==> src/rtl/uart_rx_pkg.sv <==
// Shared types and helpers for the configurable UART receiver.
// UART_RX_BREAK_EN adds the BREAK state to the FSM enum.
package uart_rx_pkg;

  localparam int MIN_PRESCALE = 8;
  localparam int MIN_DATA_LEN = 5;

  typedef enum logic [2:0] {
    ST_IDLE,
    ST_START,
    ST_DATA,
    ST_PARITY,
    ST_STOP1,
    ST_STOP2
`ifdef UART_RX_BREAK_EN
    , ST_BREAK
`endif
  } rx_state_e;

  function automatic logic maj3(input logic a, input logic b, input logic c);
    return (a & b) | (a & c) | (b & c);
  endfunction

endpackage

==> src/rtl/uart_rx_sampler.sv <==
// Input synchroniser, per-bit edge counter and three-sample majority register.
// bit_val is loaded at the end of edge h+1 and is stable from edge h+2.
module uart_rx_sampler
  import uart_rx_pkg::*;
#(
  parameter int PRESCALE_W = 6
) (
  input  logic                  clk,
  input  logic                  rst,
  input  logic                  rx_in,
  input  logic [PRESCALE_W-1:0] prescale,
  input  logic                  clr,
  output logic                  rx_sync,
  output logic [PRESCALE_W-1:0] edge_cnt,
  output logic                  bit_val
);

  localparam logic [PRESCALE_W-1:0] ONE = PRESCALE_W'(1);

  logic                  sync1;
  logic [1:0]            smp;
  logic [PRESCALE_W-1:0] half;

  assign half = prescale >> 1;

  always_ff @(posedge clk) begin
    if (rst) begin
      sync1   <= 1'b1;
      rx_sync <= 1'b1;
    end else begin
      sync1   <= rx_in;
      rx_sync <= sync1;
    end
  end

  // Held at 0 while the FSM idles so the detection cycle is edge 0.
  always_ff @(posedge clk) begin
    if (rst || clr)                   edge_cnt <= '0;
    else if (edge_cnt == prescale - ONE) edge_cnt <= '0;
    else                              edge_cnt <= edge_cnt + ONE;
  end

  always_ff @(posedge clk) begin
    if (rst) begin
      smp     <= 2'b11;
      bit_val <= 1'b1;
    end else begin
      if (edge_cnt == half - ONE || edge_cnt == half)
        smp <= {smp[0], rx_sync};
      if (edge_cnt == half + ONE)
        bit_val <= maj3(smp[1], smp[0], rx_sync);
    end
  end

endmodule

==> src/rtl/uart_rx_cfg.sv <==
// Runtime-configurable UART receiver: FSM, shift register, parity check, outputs.
// Define UART_RX_BREAK_EN to add break detection (break_det port, BREAK state).
module uart_rx_cfg
  import uart_rx_pkg::*;
#(
  parameter int DATA_W     = 8,
  parameter int PRESCALE_W = 6
) (
  input  logic                  clk,
  input  logic                  rst,
  input  logic                  rx_in,
  input  logic [PRESCALE_W-1:0] prescale,
  input  logic [3:0]            data_len,
  input  logic                  par_en,
  input  logic                  par_type,
  input  logic                  stop2,
  output logic [DATA_W-1:0]     data_out,
  output logic                  data_valid,
  output logic                  parity_error,
  output logic                  framing_error
`ifdef UART_RX_BREAK_EN
  ,
  output logic                  break_det
`endif
);

  localparam logic [PRESCALE_W-1:0] ONE     = PRESCALE_W'(1);
  localparam logic [PRESCALE_W-1:0] TWO     = PRESCALE_W'(2);
  localparam logic [PRESCALE_W-1:0] P_MIN   = PRESCALE_W'(MIN_PRESCALE);
  localparam logic [3:0]            LEN_MIN = 4'(MIN_DATA_LEN);
  localparam logic [3:0]            LEN_MAX = 4'(DATA_W);

  rx_state_e             state, nstate, eof_next;
  logic                  rx_sync, bit_val;
  logic [PRESCALE_W-1:0] edge_cnt;
  logic [PRESCALE_W-1:0] cfg_p;
  logic [3:0]            cfg_len, bit_idx;
  logic                  cfg_par_en, cfg_par_type, cfg_stop2;
  logic [DATA_W-1:0]     shreg, data_q;
  logic                  par_bad, par_bit, stop1_bad;
  logic                  at_mid, at_end, eof, ferr, start_det;

  uart_rx_sampler #(.PRESCALE_W(PRESCALE_W)) u_sampler (
    .clk      (clk),
    .rst      (rst),
    .rx_in    (rx_in),
    .prescale (cfg_p),
    .clr      (nstate == ST_IDLE),
    .rx_sync  (rx_sync),
    .edge_cnt (edge_cnt),
    .bit_val  (bit_val)
  );

  assign at_mid    = (edge_cnt == (cfg_p >> 1) + TWO);
  assign at_end    = (edge_cnt == cfg_p - ONE);
  assign start_det = (state == ST_IDLE) && !rx_sync;
  assign eof       = !rst && at_mid &&
                     ((state == ST_STOP1 && !cfg_stop2) || state == ST_STOP2);
  assign ferr      = (state == ST_STOP1) ? !bit_val : (stop1_bad | !bit_val);

  assign data_valid    = eof && !ferr && !par_bad;
  assign parity_error  = eof && par_bad;
  assign framing_error = eof && ferr;
  // The register only follows shreg on a clean frame, so data_out is valid with the pulse.
  assign data_out      = data_valid ? shreg : data_q;

`ifdef UART_RX_BREAK_EN
  logic brk_hit;
  assign brk_hit   = ((state == ST_STOP1) ? !bit_val : stop1_bad) &&
                     (shreg == '0) && !(cfg_par_en && par_bit);
  assign break_det = framing_error && brk_hit;
  assign eof_next  = break_det ? ST_BREAK : ST_IDLE;
`else
  assign eof_next  = ST_IDLE;
`endif

  always_ff @(posedge clk) begin
    if (rst) state <= ST_IDLE;
    else     state <= nstate;
  end

  always_comb begin
    nstate = state;
    case (state)
      ST_IDLE:   if (!rx_sync) nstate = ST_START;
      ST_START:  if (at_mid && bit_val) nstate = ST_IDLE;
                 else if (at_end)       nstate = ST_DATA;
      ST_DATA:   if (at_end && bit_idx == cfg_len)
                   nstate = cfg_par_en ? ST_PARITY : ST_STOP1;
      ST_PARITY: if (at_end) nstate = ST_STOP1;
      ST_STOP1:  if (at_end) nstate = ST_STOP2;
      ST_STOP2:  nstate = ST_STOP2;
`ifdef UART_RX_BREAK_EN
      ST_BREAK:  if (rx_sync) nstate = ST_IDLE;
`endif
      default:   nstate = ST_IDLE;
    endcase
    if (eof) nstate = eof_next;
  end

  always_ff @(posedge clk) begin
    if (rst) begin
      cfg_p        <= P_MIN;
      cfg_len      <= LEN_MAX;
      cfg_par_en   <= 1'b0;
      cfg_par_type <= 1'b0;
      cfg_stop2    <= 1'b0;
      shreg        <= '0;
      bit_idx      <= '0;
      par_bad      <= 1'b0;
      par_bit      <= 1'b0;
      stop1_bad    <= 1'b0;
      data_q       <= '0;
    end else begin
      data_q <= data_out;
      // Frame configuration is frozen here; out-of-range values are clamped.
      if (start_det) begin
        cfg_p        <= (prescale < P_MIN) ? P_MIN : prescale;
        cfg_len      <= (data_len < LEN_MIN) ? LEN_MIN :
                        (data_len > LEN_MAX) ? LEN_MAX : data_len;
        cfg_par_en   <= par_en;
        cfg_par_type <= par_type;
        cfg_stop2    <= stop2;
        shreg        <= '0;
        bit_idx      <= '0;
        par_bad      <= 1'b0;
        par_bit      <= 1'b0;
        stop1_bad    <= 1'b0;
      end
      if (state == ST_DATA && at_mid) begin
        for (int i = 0; i < DATA_W; i++)
          if (bit_idx == 4'(i)) shreg[i] <= bit_val;
        bit_idx <= bit_idx + 4'd1;
      end
      if (state == ST_PARITY && at_mid) begin
        par_bit <= bit_val;
        par_bad <= bit_val != ((^shreg) ^ cfg_par_type);
      end
      if (state == ST_STOP1 && at_mid)
        stop1_bad <= !bit_val;
    end
  end

endmodule

==> config.mk <==
export PLATFORM = sky130hd
export DESIGN_NAME = uart_rx_cfg
export DESIGN_NICKNAME = d
export VERILOG_FILES = /design/src/rtl/uart_rx_pkg.sv /design/src/rtl/uart_rx_sampler.sv /design/src/rtl/uart_rx_cfg.sv
export SDC_FILE = /design/constraint.sdc
export NUM_CORES = 1
export LEC_CHECK = 0
export CORE_MARGIN = 2
export CORE_UTILIZATION = 46
export DETAILED_ROUTE_END_ITERATION = 12
export GPL_TIMING_DRIVEN = 0
export PLACE_DENSITY = 0.66
export SYNTH_ARGS = -nofsm -noshare
export SYNTH_HDL_FRONTEND = slang
export SYNTH_SLANG_ARGS = --single-unit
==> constraint.sdc <==
create_clock -name clk -period 2.8 [get_ports clk]
set_input_delay 0.56 -clock clk [delete_from_list [all_inputs] [get_ports clk]]
set_output_delay 0.56 -clock clk [all_outputs]
set_load 0.01 [all_outputs]
==> After elaboration in Yosys (flattened, before gate mapping) <==
Index checks and enable logic that the tools add are counted.
{ "op_classes": {"reduce_logical": 30, "n_eq_ne": 19, "muxes": 29, "n_lt_le_gt_ge": 3, "bitwise_logic": 7, "add_sub_neg": 6} }
{ "ops": {"columns": ["op", "n"], "rows": [
  ["$eq A6 B6 Y1", 4],
  ["$mux W3", 8],
  ["$mux W8", 3],
  ["$pmux W3 S6", 1],
  ["$eq A4 B3 Y1 const B", 4],
  ["$mux W4", 4],
  ["$logic_and A1 B1 Y1", 13],
  ["$mux W1", 12],
  ["$eq A4 B2 Y1 const B", 2],
  ["$reduce_xor A8 Y1", 1],
  ["$add A5 B1 Y6 const B", 1],
  ["$add A5 B2 Y6 const B", 1],
  ["$add A6 B1 Y6 const B", 1],
  ["$eq A3 B2 Y1 const B", 2],
  ["$eq A3 B3 Y1 const B", 2],
  ["$eq A6 B5 Y1", 1],
  ["$logic_not A1 Y1", 6],
  ["$logic_not A3 Y1", 2],
  ["$lt A6 B4 Y1 const B", 1],
  ["$mux W6", 1],
  ["$reduce_bool A2 Y1", 3],
  ["$sub A5 B1 Y6 const B", 1],
  ["$sub A6 B1 Y6 const B", 1],
  ["$add A4 B1 Y4 const B", 1],
  ["other kinds (12)", 18]
]} }
{ "word_totals": {"in_bits": 16, "elab_cells": 110, "out_inout_bits": 11, "regBits": 49} }

==> Logic depth before layout (Yosys ltp) <==
{ "logic_depth": {"ltp_word": 9, "depth_mapped": 10, "mapped_depth_nobuf": 8} }

==> By module <==
From an unflattened synthesis, not the netlist that was laid out.
{ "hier_totals": {"cells_unflattened": 377, "area_unflattened_um2": 3191.8} }
{ "by_module_without_submodules": {"columns": ["mod", "seq_area_each_um2", "area_each_um2", "cells_each", "n_inst"], "rows": [
  ["uart_rx_cfg", 760.7, 2263.4, 271, 1],
  ["uart_rx_sampler", 220.2, 928.4, 106, 1]
]} }

==> Worst setup path before layout <==
Ideal clock, no wire load.
{ "synth_path": {"kind": "flip-flop to output port", "start": "register cfg_p[2]", "end": "output data_out[0]", "setup_slack_ns": 0.351, "required_ns": 2.240, "arrival_time_ns": 1.889, "path_stages_with_launch": 8, "path_buffers": 0, "path_cell_list": "dfxtp_1 > inv_1 > ha_1 > xnor2_1 > nand3_1 > nor2_4 > nand4_2 > mux2_2"} }
{ "synth_via": {"elab_chain_len": 7} }
{ "synth_lines": {"columns": ["element", "line", "rtl"], "rows": [
  ["from (decl)", "uart_rx_cfg.sv:36", "logic [PRESCALE_W-1:0] cfg_p;"],
  ["from (signal assigned)", "uart_rx_cfg.sv:118", "cfg_p <= (prescale < P_MIN) ? P_MIN : prescale;"],
  ["$add A5 B2 Y6", "uart_rx_cfg.sv:54", "assign at_mid = (edge_cnt == (cfg_p >> 1) + TWO);"],
  ["$eq A6 B6 Y1", "uart_rx_cfg.sv:54", null],
  ["$logic_and A1 B1 Y1 (2 in a row)", "uart_rx_cfg.sv:57", "assign eof = !rst && at_mid &&"],
  ["$logic_and A1 B1 Y1 (2 in a row)", "uart_rx_cfg.sv:61", "assign data_valid = eof && !ferr && !par_bad;"],
  ["$mux W8", "uart_rx_cfg.sv:65", "assign data_out = data_valid ? shreg : data_q;"],
  ["to (decl)", "uart_rx_cfg.sv:17", "output logic [DATA_W-1:0] data_out,"]
]} }
No other way between the ends.

==> Final worst setup path <==
{ "layout_path": {"start": "register cfg_p[3]", "end": "output data_out[5]"} }
The elaborated chain is that of the path after synthesis.

==> run_results.csv <==
group,metric,value,unit
outcome,status,"finished, violations left",
outcome,failed_checks,"negative setup slack",
setup_path,required_time_at_the_worst_slack_endpoint,2.24,ns
route,routed_wire_length_per_instance,14.8,um
timing,final-max-slew-violation-count,0,
placement,globalplace.congestion,0.877,
timing,timing.slew.headroom,37.9,%
setup_path,rr_endpoint,"state[1]$_SDFF_PP0_",
setup_path,worstSetupStartpointType,"flop",
global_routing,grt_use_total,20.9,%
global_routing,grt_first_pass_wirelength,11900,um
power_and_ir_drop,power.net_switching,0.000416,W
yosys,synthesis.area,2930,um^2
setup_path,cp-startpoint,"cfg_p[3]$_SDFFE_PP1P_",
floorplanning,i_o_pins,27,
yosys,ys_ff_latch,49,
setup_path,reg2reg_path_depth,8,
power_and_ir_drop,power.ir.vdd_worst,0.262,mV
clock_network,cts-root-buf,"clkbuf_8",
yosys,synth_enable_flop_cells,0,
route,dr.first_iter.drc_count,192,
power_and_ir_drop,power.share.switching,29.5,%
placement,placed_cells_incl_taps,450,
timing,final_count_of_hold_timing_violations,0,
timing,worst_slew_pin_slew,0.923,ns
final_layout,final_common_cell,"dfxtp_1",
placement,post-dp-hpwl,4880,um
floorplanning,chipHeight,83.8,um
global_routing,grt_start_max_net_pins,19,
setup_path,cp_max_fo,6,
timing,whs,0.426,ns
setup_path,critical_path.endpoint_type,"output port",
yosys,synth-warning-count,0,
final_layout,finalNonFillerCells,473,
floorplanning,placement_rows,29,
timing,rsz0062_at_grt,"true",
clock_network,cts-buffers-inserted,5,
timing,clock.fmax,0.353,GHz
final_layout,design.final.nets,423,
route,drt-pass1-iter-count,4,
power_and_ir_drop,power.leakage,1.43,nW
timing,finalSetupViolations,6,
setup_path,critPathArrivalTime,2.28,ns
yosys,dominantRegCellSynth,"dfxtp_1",
setup_path,ff2ff_setup_slack,0.15,ns
power_and_ir_drop,combPwrFrac,14.2,%
yosys,yosys.cell_types.count,54,
setup_path,worst-setup-path-type,"reg2out",
clock_network,holdBufCountCts,0,
floorplanning,fp.dieArea,7020,um^2
global_routing,grt_antenna_before_repair,0,
setup_path,worst_r2r_startpoint,"cfg_p[1]$_SDFFE_PP0P_",
placement,placement.setup.worst_slack,-0.519,ns
final_layout,stdcell_area,3680,um^2
route,totalWireLength,7020,um
clock_network,tritoncts,"built",
final_layout,fraction_of_final_layout_cells_sized_beyond_drive_strength_1,21.0,%
placement,dpl_cell_area,3280,um^2
placement,number_of_input_and_output_port_buffers_inserted,25,
global_routing,grt-ovfl-total,0,
global_routing,vias_in_the_first_global_route,2560,
floorplanning,start_util,46.9,%
power_and_ir_drop,power_density,383,nW/um^2
route,route.antenna.remaining_nets,0,
route,drt_drc_violations_left,0,
timing,final.period_utilization,101,%
min_path,timing.hold.worst.class,"reg2reg",
final_layout,layout.cells.most_common_list,"dfxtp_1, nand2_1, a21oi_1, nor2_1, xnor2_1",
floorplanning,floorplan.core_area,6240,um^2
clock_network,htree_levels,2,
clock_network,worst_setup_hold_path_clk_slew,0.10,ns
setup_path,worst_setup_path_end,"data_out[5]",
power_and_ir_drop,pwr-share-seq,52.8,%
timing,final_period_minus_worst_setup_slack,2.84,ns
run,maxCapViolCount,0,
final_layout,antenna_cells_inserted,0,
route,via_count,2590,
clock_network,clkLatencyLatePin,0.32,ns
yosys,synth_cells,348,
clock_network,cts_max_path_buffers,2,
yosys,synth-async-reset-ratio,0,%
final_layout,area.growth.synth_to_final,25.6,%
route,viasPerCell,5.48,
clock_network,clkSinkCount,49,
yosys,yosysSeqAreaShare,33.5,%
floorplanning,die_x,83.8,um
timing,worst_clock_skew,0.0176,ns
yosys,synth.avg_cell_area,8.41,um^2
power_and_ir_drop,clock_power_share,33.0,%
power_and_ir_drop,cellInternalPower,0.000993,W
yosys,mappedNetlistNets,376,
timing,worst_slack,-0.0351,ns
## synthesized netlist by cell type (10+ instances only)
cell type,n,area [um^2]
a21oi_1,27,135
nor2_1,26,97.6
clkbuf_1,13,48.8
xor2_1,11,96.3
xnor2_1,23,201
nand3_1,16,80.1
ha_1,12,150
nand2b_1,10,62.6
dfxtp_1,49,981
nand2_1,30,113
nor2b_1,14,87.6
## how the worst min path moves through the flow
| stage | startpoint | endpoint | slack [ns] | depth (start not counted) |
|---|---|---|---|---|
| 5_1_grt | u_sampler.sync1$_SDFF_PP1_ | u_sampler.rx_sync$_SDFF_PP1_ | 0.45 | 1 |
| 6_report | u_sampler.sync1$_SDFF_PP1_ | u_sampler.rx_sync$_SDFF_PP1_ | 0.43 | 1 |
| 2_1_floorplan | u_sampler.sync1$_SDFF_PP1_ | u_sampler.rx_sync$_SDFF_PP1_ | 0.39 | 1 |
| 3_3_place_gp | u_sampler.sync1$_SDFF_PP1_ | u_sampler.rx_sync$_SDFF_PP1_ | 0.40 | 1 |
| 4_1_cts | u_sampler.sync1$_SDFF_PP1_ | u_sampler.rx_sync$_SDFF_PP1_ | 0.43 | 1 |
| 3_5_place_dp | u_sampler.sync1$_SDFF_PP1_ | u_sampler.rx_sync$_SDFF_PP1_ | 0.40 | 1 |
## flip-flops by register name, indices dropped and copies added, names as in the netlist, 2 cells and up
name / count
bit_idx: 4
cfg_len: 4
cfg_p: 6
data_q: 8
shreg: 8
state: 3
u_sampler.edge_cnt: 6
u_sampler.smp: 2
## critical path, cell delays in order (launching register included)
cell and delay, ns:
dfxtp_2 0.35, buf_6 0.10, inv_4 0.03, ha_4 0.28, xnor2_4 0.12, nand3_4 0.11
nor2_4 0.14, nand4_4 0.19, buf_4 0.20, mux2_4 0.29, buf_2 0.14
## power groups by stage
stage	clock network, W	registers (W)	logic (W)
2_1_floorplan	0	0.000740	0.000138
3_3_place_gp	0	0.000743	0.000193
3_5_place_dp	0	0.000745	0.000195
4_1_cts	0.000476	0.000737	0.000200
5_1_grt	0.000498	0.000748	0.000221
6_report	0.000464	0.000744	0.000200
## final cells by class
class	instances	area (um^2)
plain buffers	17	87.6
fillers	553	2560
clock inverters	3	28.8
flip-flops and latches	49	988
repair buffers	44	399
inverters	8	32.5
clock buffers	5	68.8
multi-input cells	270	1970
well taps	77	96.3
## layer usage
layer | vias up | global-route usage, % | wire, um
li1 | 1304 | - | -
met3 | 4 | 4.06 | 286
met5 | - | 0 | 0
met1 | 1233 | 27.0 | 3220
met2 | 49 | 35.4 | 3450
met4 | 0 | 6.01 | 66
## through the flow
stage / power [W] / util, % / setup TNS [ns]
floorplan: 0.000878 / - / 0
global placement: 0.000936 / 52.5 / -5.45
detailed placement: 0.000940 / 52.6 / -5.45
CTS: 0.00141 / 58.0 / -0.302
global route: 0.00147 / 58.9 / -0.677
finish: 0.00141 / 58.9 / -0.0947
## cell families after synthesis
logic type | count (synthesis) | share of synthesized area, %
XOR/XNOR | 37 | 12.1
adder cells (fa/ha/maj) | 12 | 5.13
buffers and inverters | 29 | 3.97
AO/OA/AOI/OAI | 66 | 14.4
AND/OR/NAND/NOR | 140 | 25.5
flip-flops | 49 | 33.5
multiplexers | 15 | 5.51
## repair_timing
action	CTS	global route
buffers inserted	15	4
gates resized for setup	75	12
setup endpoints to repair	11	9
pin swaps	8	2
(Power assumes the default switching activity.)
==> patch 1, RTL diff (config.mk and constraints unchanged) <==
`data_q` no longer has a reset.
--- a/src/rtl/uart_rx_cfg.sv
+++ b/src/rtl/uart_rx_cfg.sv
@@ -111,7 +111,5 @@
       par_bit      <= 1'b0;
       stop1_bad    <= 1'b0;
-      data_q       <= '0;
     end else begin
-      data_q <= data_out;
       // Frame configuration is frozen here; out-of-range values are clamped.
       if (start_det) begin
@@ -142,4 +140,8 @@
   end
 
+  always_ff @(posedge clk) begin
+    data_q <= data_out;
+  end
+
 endmodule
 
Behaviour: no difference found for any inputs over 10 cycles, from zero or initial values and one cycle with rst high; that may be too few to reach the edited logic, so the function may still have changed.
==> patch 1 against the original RTL <==
  * The run still ends with setup timing left
  * Area after synthesis fell by 1.9%
  * Sequential cell count did not move
  * Clock power fell by 6.5%
  * Register-to-register slack improved by 0.34 ns
  * Worst setup slack got worse by 0.18 ns
  * Wire length fell by 7.7%
  * Design area fell by 4.2%
  * Power fell by 8.4%
==> patch 1: results (changes against the original RTL) <==
* Status: complete, but fails checks
* Failing checks: setup timing
* Switching Fraction at 0.264 (-0.0309)
* GR Util met3 at 0.0318 (-0.00874)
* Syn Nets at 363 (-3.5%)
* Layout cells sized above 1 at 0.179 (-0.0302)
* Setup repair bufs after CTS at 12 (-3)
* Crit path max fanout at 7 (+1)
* Clock-pin slew on the worst setup and hold paths at 0.09 ns
* Critical path's slowest cell: clkdlybuf4s50_1
* Flop pwr share at 0.556 (+0.028)
* Reg2reg end: state[0]
* First-pass GRT wire length at 11.1 mm (-7.2%)
* Met1 Use GR at 0.256 (-0.0133)
* Drt initial violations at 138 (-28%)
* Comb power frac at 0.108 (-0.034)
* I/O Buffers at 26 (+4.0%)
* Leakage power at 1.27 nW (-11%)
* Detailed Route WL at 6.48 mm (-7.7%)
* Layout fillers at 555 (+0.36%)
* Final worst slack at -0.212 ns (-0.177 ns)
* P_int at 0.000949 W (-4.4%)
* Vias in the first global route at 2,301 (-10%)
* Pin count of the biggest net entering global routing at 17 (-2)
* Global Route Usage Sum at 0.197 (-0.0120)
* Crit path DAT at 2.45 ns (+0.17 ns)
* Met1 Wirelength at 3.11 mm (-3.3%)
* Setup crit start: rst
* Nets at 406 (-4.0%)
* Post-DP HPWL at 4.64 mm (-5.0%)
* Slowest stage delay, CP at 0.56 ns (+0.21 ns)
* Synth cell types at 55 (+1.9%)
* Placement Cell Area at 3230 um^2 (-1.6%)
* Top cells by area, synth: dfxtp_1 34%, xnor2_1 9.8%, ha_1 5.2%, nand2_1 4.6%, mux2_4 4.2%
* Routability cong. at 0.880 (+0.35%)
* Synth cell count leaders: 49 x dfxtp_1, 35 x nand2_1, 32 x nor2_1, 32 x xnor2_1, 16 x nor3_1
* Cts repair resizes at 67 (-11%)
* Met3 Wirelength at 225 um (-21%)
* Clock Skew at 0.00653 ns (-0.0111 ns)
* Via count at 2,403 (-7.2%)
* Setup violators final at 8 (+2)
* Register area share after synthesis at 0.341 (+0.00642)
==> patch 1: cell types whose count changed in the layout (fill, tap and decap cells not counted), moves of 5 or more <==
cell	change
a21oi_1	-13
buf_4	-9
nand2_1	+5
nand2b_1	-6
nand3_1	-9
nor2_1	+6
nor2b_1	-8
nor3_1	+7
o211ai_1	-6
o21ai_0	+6
xnor2_1	+9
==> patch 1: worst max path at each step <==
stage | to | slack (ns)
finish | data_out[5] | -0.21
global placement | data_out[6] | -0.79
global route | data_out[5] | -0.29
detailed placement | data_out[6] | -0.80
CTS | data_out[6] | -0.21
floorplan | data_out[0] | 0.03
==> patch 1: cells by family (layout without fill, tap and decap cells) <==
logic type / after synthesis / in the layout / synth area share
fa+ha+maj: 13 / 13 / 0.0557
flops: 49 / 49 / 0.341
simple gates: 133 / 134 / 0.247
compound gates: 52 / 52 / 0.118
buf+inv: 32 / 75 / 0.0440
xor+xnor: 40 / 40 / 0.125
mux: 16 / 16 / 0.0697
==> patch 1: layout make-up <==
| cell class | count | area share |
|---|---|---|
| plain buffers | 16 | 0.0206 |
| clock buffers | 5 | 0.0195 |
| inverters | 13 | 0.0146 |
| well taps | 75 | 0.0267 |
| repair buffers | 38 | 0.110 |
| flip-flops and latches | 49 | 0.280 |
| clock inverters | 3 | 0.00640 |
| multi-input cells | 255 | 0.522 |
==> patch 1: stage by stage <==
step / utilization / hold WS [ns] / instances / setup WS (ns)
after floorplan: - / 0.389 / 335 / 0.0302
after global placement: 0.539 / 0.392 / 436 / -0.792
after detailed placement: 0.539 / 0.394 / 436 / -0.803
after CTS: 0.586 / 0.421 / 454 / -0.212
after global routing: 0.588 / 0.455 / 454 / -0.287
final: 0.588 / 0.421 / 454 / -0.212
==> patch 2, RTL diff (same settings) <==
Made on the original files. `PRESCALE_W` is set to 6 in 2 places; all go to 12.
--- a/src/rtl/uart_rx_sampler.sv
+++ b/src/rtl/uart_rx_sampler.sv
@@ -4,5 +4,5 @@
   import uart_rx_pkg::*;
 #(
-  parameter int PRESCALE_W = 6
+  parameter int PRESCALE_W = 12
 ) (
   input  logic                  clk,
--- a/src/rtl/uart_rx_cfg.sv
+++ b/src/rtl/uart_rx_cfg.sv
@@ -5,5 +5,5 @@
 #(
   parameter int DATA_W     = 8,
-  parameter int PRESCALE_W = 6
+  parameter int PRESCALE_W = 12
 ) (
   input  logic                  clk,
Interface: changed (resized prescale); port bits go from 27 to 33. The function was not compared with the original's and may differ.
==> patch 2 against the original RTL <==
  * Fmax is 11% lower
  * Clock skew is 0.0087 ns lower
  * Global-route usage is 5.0 points higher
  * Wire length is 100% higher
  * First-iteration DRC count is 78% higher
  * Area after synthesis is 60% higher
  * Power is 49% higher
  * Sequential cell count is 12 higher
  * The run still ends with setup timing left
  * Worst setup slack worse by 0.35 ns
  * Critical endpoint is now data_out[1]
  * Register-to-register slack worse by 0.10 ns
  * Design area is 61% higher
  * Sequential share of layout area is 5.9 points lower
  * Via count is 81% higher
  * Final cell count is 69% higher
==> patch 2: results (changes against the original RTL) <==
* Peak supply drop at 357 uV (+36%)
* Crit path max fanout at 8 (+2)
* Router iterations before antenna repair at 5 (+1)
* Top cells by area, synth: dfxtp_1 26%, xnor2_1 6.9%, nand2_1 6.7%, a21oi_1 5.1%, xor2_1 4.1%
* Detailed Route WL at 14.1 mm (+100%)
* CTS max path bufs at 2 (unchanged)
* H-Tree Depth at 3 (+1)
* Post-Layout Cell Count at 801 (+69%)
* Final TNS setup at -3.66 ns (-3.56 ns)
* Largest family of logic cells by synthesized area: simple AND/OR/NAND/NOR gates
* Setup crit start: u_sampler.edge_cnt[7]
* Failing checks: setup timing
* Via count at 4,685 (+81%)
* Setup repair bufs after CTS at 22 (+7)
* Syn Nets at 625 (+66%)
* Status: complete, but fails checks
* Global Route Usage Sum at 0.258 (+0.0498)
* FF-to-FF Start: cfg_p[2]
* Xor/xnor share of the synthesized area at 0.126 (+0.00572)
* Crit path capture: data_out[1]
* Initial antenna violation count at 0 (unchanged)
* Vias in the first global route at 4,503 (+76%)
* CTS Buf Count at 9 (+4)
* Reg2reg end: u_sampler.edge_cnt[5]
* Post-DP HPWL at 10.1 mm (+110%)
* Clock-pin slew on the worst setup and hold paths at 0.07 ns (-0.03 ns)
* Layout cells sized above 1 at 0.240 (+0.0299)
* Clock latency on the worst-skew pair at 0.35 ns (+0.03 ns)
* Post-Syn Instances at 593 (+70%)
* Synth Area in Compound Gates at 0.202 (+0.0583)
* Cts repair resizes at 110 (+47%)
* Routability cong. at 0.901 (+2.7%)
* Worst R2R Setup Slack at 0.05 ns (-0.10 ns)
* Clock root cell: clkbuf_8
* Synth cell count leaders: 84 x nand2_1, 61 x dfxtp_1, 48 x a21oi_1
* Crit path DAT at 2.62 ns (+0.34 ns)
* Top flop regs: cfg_p x12, u_sampler.edge_cnt x12
* Worst Hold Path EP: u_sampler.rx_sync
* Drt initial violations at 342 (+78%)
* Placement Cell Area at 5190 um^2 (+58%)
* Synth cell types at 75 (+39%)
* Slew HR at 0.0943 (-0.285)
* Multiplexer share of the synthesized area at 0.0115 (-0.0437)
* R2r worst-path depth at 11 (+3)
* Hold WC Path Type: reg -> reg
* Hold Slack at 0.415 ns (-0.0114 ns)
* Adder-Cell Fraction of Synth Area at 0.0266 (-0.0247)
* Clock Skew at 0.00892 ns (-0.00871 ns)
* I/O Buffers at 32 (+28%)
* Nets at 695 (+64%)
* Leakage power at 2.21 nW (+55%)
* Number of inserted diodes at 0 (unchanged)
* Setup violators final at 11 (+5)
* Final worst slack at -0.384 ns (-0.349 ns)
* Pin count of the biggest net entering global routing at 13 (-6)
* First-pass GRT wire length at 22.7 mm (+90%)
* Register area share after synthesis at 0.260 (-0.0751)
* DP Cell Count at 758 (+68%)
* # DRC at 0 (unchanged)
## patch 2: changes by cell type after synthesis, sizes merged, moves of 13 or more
cell	delta
buf	+20
nor2	+13
nand4	+21
a21oi	+22
nand2	+53
xnor2	+16
## patch 2: report_power, final
group	leakage [nW]	switching, W	internal (W)
Sequential	0.497	0.0000140	0.000878
Combinational	1.60	0.000173	0.000139
Clock	0.113	0.000387	0.000505
## patch 2: layout make-up
| type | instances | area (um^2) |
|---|---|---|
| Buffer | 47 | 332 |
| Sequential cell | 61 | 1240 |
| Timing Repair Buffer | 60 | 527 |
| Fill cell | 898 | 3960 |
| Inverter | 17 | 71.3 |
| Clock buffer | 9 | 124 |
| Clock inverter | 7 | 100 |
| Multi-Input combinational cell | 467 | 3350 |
| Tap cell | 133 | 166 |
## patch 2: logic make-up after synthesis
family | after synthesis
buf+inv | 65
flops | 61
simple gates | 260
xor+xnor | 63
mux | 5
fa+ha+maj | 10
compound gates | 129
## patch 2: per-layer routing
metal / global-route usage / up-vias / routed length [um]
met2: 0.411 / 140 / 6500
li1: - / 2258 / -
met4: 0.0933 / 0 / 433
met1: 0.342 / 2256 / 6400
met5: 0 / - / 0
met3: 0.0580 / 31 / 803
## patch 2: critical path, cell delays in order (launching register included)
cell     delay, ns
dfxtp_1       0.31
buf_6         0.14
xnor2_2       0.40
a21oi_1       0.24
nor4_4        0.34
buf_4         0.17
nand4_1       0.11
buf_6         0.17
buf_12        0.12
nand2_2       0.06
nand2_1       0.05
buf_2         0.14
## patch 2: per-stage QoR
step | utilization | setup WS [ns]
2_1_floorplan | - | 0.0478
3_3_place_gp | 0.526 | -0.894
3_5_place_dp | 0.526 | -0.923
4_1_cts | 0.589 | -0.320
5_1_grt | 0.599 | -0.506
6_report | 0.599 | -0.384
